## config.mk

```make
export PLATFORM = sky130hd
export DESIGN_NAME = stream_word_source
export DESIGN_NICKNAME = d
export VERILOG_FILES = /design/src/rtl/stream_word_source.sv
export SDC_FILE = /design/constraint.sdc
export NUM_CORES = 1
export LEC_CHECK = 0
export BUFFER_PORTS_ARGS = -buffer_cell sky130_fd_sc_hd__buf_2
export CORE_MARGIN = 2
export CORE_UTILIZATION = 48
export DETAILED_ROUTE_END_ITERATION = 7
export HOLD_SLACK_MARGIN = 0.12
export PLACE_DENSITY = 0.69
export SLEW_MARGIN = 20
export SYNTH_ARGS = -nofsm -noshare
export SYNTH_HDL_FRONTEND = slang
export SYNTH_SLANG_ARGS = --single-unit
```

## constraint.sdc

```tcl
create_clock -name clk -period 2.6 [get_ports clk]
set_input_delay 0.13 -clock clk [delete_from_list [all_inputs] [get_ports clk]]
set_output_delay 0.13 -clock clk [all_outputs]
set_load 0.01 [all_outputs]
```

## src/rtl/stream_word_source.sv

```systemverilog
// Valid/ready word transmitter: host writes fill a small FIFO whose contents are
// replayed on stream_out_*, with an optional idle gap after every accepted word.
module stream_word_source #(
  parameter int DATA_WIDTH = 8,
  parameter int DEPTH      = 4,
  parameter int GAP_CYCLES = 0,
  parameter int CNT_WIDTH  = 16
) (
  input  logic                       clk,
  input  logic                       rst,
  input  logic                       enable,
  input  logic                       wr_valid,
  output logic                       wr_ready,
  input  logic [DATA_WIDTH-1:0]      wr_data,
  output logic                       stream_out_valid,
  input  logic                       stream_out_ready,
  output logic [DATA_WIDTH-1:0]      stream_out_data,
  output logic [$clog2(DEPTH):0]     fifo_level,
  output logic [CNT_WIDTH-1:0]       words_sent,
  output logic [CNT_WIDTH-1:0]       stall_count
);

  localparam int AW = $clog2(DEPTH);
  localparam int LW = AW + 1;
  localparam int GW = (GAP_CYCLES > 1) ? $clog2(GAP_CYCLES + 1) : 1;

  localparam logic [1:0] IDLE = 2'd0;
  localparam logic [1:0] SEND = 2'd1;
  localparam logic [1:0] GAP  = 2'd2;

  logic [DATA_WIDTH-1:0] mem [DEPTH];
  logic [LW-1:0]         wr_ptr;
  logic [LW-1:0]         rd_ptr;
  logic [1:0]            state;
  logic [GW-1:0]         gap_cnt;
  logic                  fifo_empty;
  logic                  wr_en;
  logic                  pop;
  logic                  handshake;

  // Pointers carry one extra wrap bit so their difference is the occupancy.
  assign fifo_level       = wr_ptr - rd_ptr;
  assign wr_ready         = (fifo_level != LW'(DEPTH));
  assign fifo_empty       = (fifo_level == '0);
  assign wr_en            = wr_valid && wr_ready;
  assign stream_out_valid = (state == SEND);
  assign handshake        = (state == SEND) && stream_out_ready;

  always_comb begin
    pop = 1'b0;
    if (enable && !fifo_empty) begin
      case (state)
        IDLE:    pop = 1'b1;
        SEND:    pop = handshake && (GAP_CYCLES == 0);
        GAP:     pop = (gap_cnt == GW'(1));
        default: pop = 1'b0;
      endcase
    end
  end

  always_ff @(posedge clk) begin
    if (wr_en) begin
      mem[wr_ptr[AW-1:0]] <= wr_data;
    end
  end

  always_ff @(posedge clk) begin
    if (rst) begin
      wr_ptr          <= '0;
      rd_ptr          <= '0;
      state           <= IDLE;
      gap_cnt         <= '0;
      stream_out_data <= '0;
      words_sent      <= '0;
      stall_count     <= '0;
    end else begin
      if (wr_en) begin
        wr_ptr <= wr_ptr + 1'b1;
      end
      if (pop) begin
        stream_out_data <= mem[rd_ptr[AW-1:0]];
        rd_ptr          <= rd_ptr + 1'b1;
      end
      if (handshake) begin
        words_sent <= words_sent + 1'b1;
      end
      if ((state == SEND) && !stream_out_ready && (stall_count != '1)) begin
        stall_count <= stall_count + 1'b1;
      end

      // The offered word stays put until accepted, regardless of enable.
      case (state)
        IDLE: begin
          if (pop) begin
            state <= SEND;
          end
        end
        SEND: begin
          if (handshake) begin
            if (GAP_CYCLES > 0) begin
              state   <= GAP;
              gap_cnt <= GW'(GAP_CYCLES);
            end else if (!pop) begin
              state <= IDLE;
            end
          end
        end
        GAP: begin
          if (gap_cnt == GW'(1)) begin
            state <= pop ? SEND : IDLE;
          end else begin
            gap_cnt <= gap_cnt - 1'b1;
          end
        end
        default: state <= IDLE;
      endcase
    end
  end

endmodule

```

==> results.toml <==
[place]
io_buffers = 57
dpl_cell_area_um2 = 3830
finalWeightedCongestion = 0.800
dp_hpwl_um = 4800
dp_cells = 445

[drt]
wl_met1_um = 3080
viasPerCell = 5.38
vias = 2535
ant_nets = 0
maxUsedRoutingLayer = "met4"
route.detailed.drc = 0
dr.pass1.iters = 4
wl_um = 7080
met2_length_um = 3610
wire_per_inst_um = 15.0
drtIter0Drc = 118
route.met3.wl_um = 309

[pwr]
power.leakage_nw = 1.63
clockPowerShare_pct = 28.3
p_switching_mw = 1.03
pwr-share-seq_pct = 46.6
sw_frac_of_total_pct = 30.7
p_comb_share_pct = 25.1
p_int_mw = 2.32
powerDensity_nw_per_um2 = 809
vdd_drop_max_mv = 0.527

[critical_path]
crit_start = "wr_ptr[0]"
startpoint_type = "register"
end_kind = "register"
path_class = "register to register"
reg2reg_from = "wr_ptr[0]"
crit_required_ns = 2.64
cp.arrival_ns = 2.40
path_max_fanout = 8

[clock_network]
numCtsBuffers = 9
numClockSinks = 79
cts.reportedPaths.clkPinSlew_ns = 0.08
cts_buffer_depth = 2
clkLatencyLatePin_ns = 0.35
htreeDepth = 3
cts_setup_buffers = 0
cts_tree = "yes"
root_buffer = "clkbuf_8"

[timing]
maxSlewHeadroom_pct = 58.6
max_slew.worst_pin.slew_ns = 0.615
skew_ns = 0.00662
final_max_slew_viol_count = 0
tns_ns = 0
fmax_mhz = 425
min_period_over_period_pct = 90.4
hold_viol = 0
setup_viol = 0
min_period_ns = 2.35
grt_setup_unrepaired = "no"

[yosys]
netlist.area_leader.share_pct = 28.1
synth-edff-count = 32
yosysTopAreaCell = "edfxtp_1"
yosysWarningCount = 0
avgSynthCellArea_um2 = 11.6
syn_area_um2 = 3420
yosysUniqueCellTypes = 41
synth_fp_nets = 318
yosysSeqAreaShare_pct = 55.6
async_reset_ff_share_pct = 0
ys_seq_elements = 79
synthTopCellsByArea = "edfxtp_1 28%, dfxtp_1 27%, mux4_2 5.3%"
synthFlopType = "dfxtp_1"
synthCells = 296

[die]
ios = 58
coreArea_um2 = 6830
die_h_um = 88.5
fp.dieArea_um2 = 7820
start_util_pct = 50.1
rows = 30
fp.dieW_um = 88.5

[global_route]
grt_start_max_net_pins = 30
grt_pass1_wl_um = 11600
grtUsageTotal_pct = 19.6
grt-ovfl-total = 0
antenna_found_initial = 0
grt_pass1_vias = 2385

[finish]
antennaDiodeCount = 0
final_area_um2 = 4140
final_layout_size_suffix_gt1_share_pct = 25.6
mostFrequentLayoutCells = "57 x buf_2, 47 x dfxtp_1, 32 x edfxtp_1"
fin_util_pct = 60.6
final_common_cell = "buf_2"
final_cells = 471
final_nets = 392
fill_cells = 584
area_growth_pct = 20.9

[hold_path]
hp-start = "rst"
hold_path_class = "input port to register"

[run]
maxCapViolCount = 0

[run_status]
status = "finished, final reports clean"
## final timing paths
check,end,slack [ns],depth (start not counted)
max,mem[0][2],0.25,6
min reg2reg,words_sent[15],0.49,2
min,stall_count[13],0.25,2
max reg2reg,mem[0][2],0.25,6
## layout make-up
cell class	instances	area [µm²]	share of cell area, %
Clock inverter	6	75.1	1.81
Clock buffer	10	128	3.08
Multi-Input combinational cell	196	1440	34.8
Timing Repair Buffer	74	438	10.6
Tap cell	96	120	2.90
Sequential cell	79	1900	45.9
Inverter	10	37.5	0.907
## metal layers
metal / vias to the layer above / track usage, %
met4: 0 / 5.92
met5: - / 0
met1: 1210 / 24.2
met2: 61 / 33.6
li1: 1256 / -
met3: 8 / 5.60
## registers in the layout, summed over array words and instances, names as in the netlist
name	flops
mem	32
stall_count	16
words_sent	16
stream_out_data	8
rd_ptr	3
wr_ptr	3
state	1
## synth_stat cells (all sizes together), types with 6 or more instances
library cell / n
dfxtp: 47
edfxtp: 32
nor2: 30
a21oi: 18
nand2: 13
nand3: 13
mux2i: 12
o31ai: 11
or4: 11
inv: 10
nand4: 10
clkbuf: 8
ha: 8
mux4: 8
xor2: 8
nor3: 6
o21ai: 6
## critical path: stages, from the launching register on
cell and delay (ns):
dfxtp_1 0.41, inv_1 0.11, ha_1 0.22, fa_1 0.38
xor3_1 0.27, a31oi_1 0.32, and2_2 0.34
## power groups by stage
stage / Combinational, mW / Sequential [mW] / Clock (mW)
floorplan: 0.556 / 1.59 / 0
global placement: 0.812 / 1.58 / 0
detailed placement: 0.836 / 1.59 / 0
CTS: 0.851 / 1.56 / 0.959
global route: 0.941 / 1.58 / 1.02
finish: 0.841 / 1.56 / 0.948
## cells by family after synthesis
family	count (synthesis)	share of synthesized area, %
simple gates	109	17.4
flops	79	55.6
compound gates	41	7.27
mux	23	9.76
buf+inv	21	2.49
xor+xnor	14	4.02
fa+ha+maj	9	3.51
## per-stage QoR
| stage | total power [mW] | hold WS, ns | worst slack (ns) |
|---|---|---|---|
| 2_1_floorplan | 2.14 | 0.229 | 0.263 |
| 3_3_place_gp | 2.39 | 0.346 | 0.244 |
| 3_5_place_dp | 2.42 | 0.355 | 0.117 |
| 4_1_cts | 3.37 | 0.247 | 0.105 |
| 5_1_grt | 3.54 | 0.261 | 0.0826 |
| 6_report | 3.35 | 0.247 | 0.249 |
## timing repair
action / in CTS / in global routing
hold endpoints to repair: 34 / 0
gates resized for setup: 0 / 3
setup endpoints to repair: 0 / 24
hold buffers: 10 / 0
Note: power is estimated with default switching activity, not from simulation.
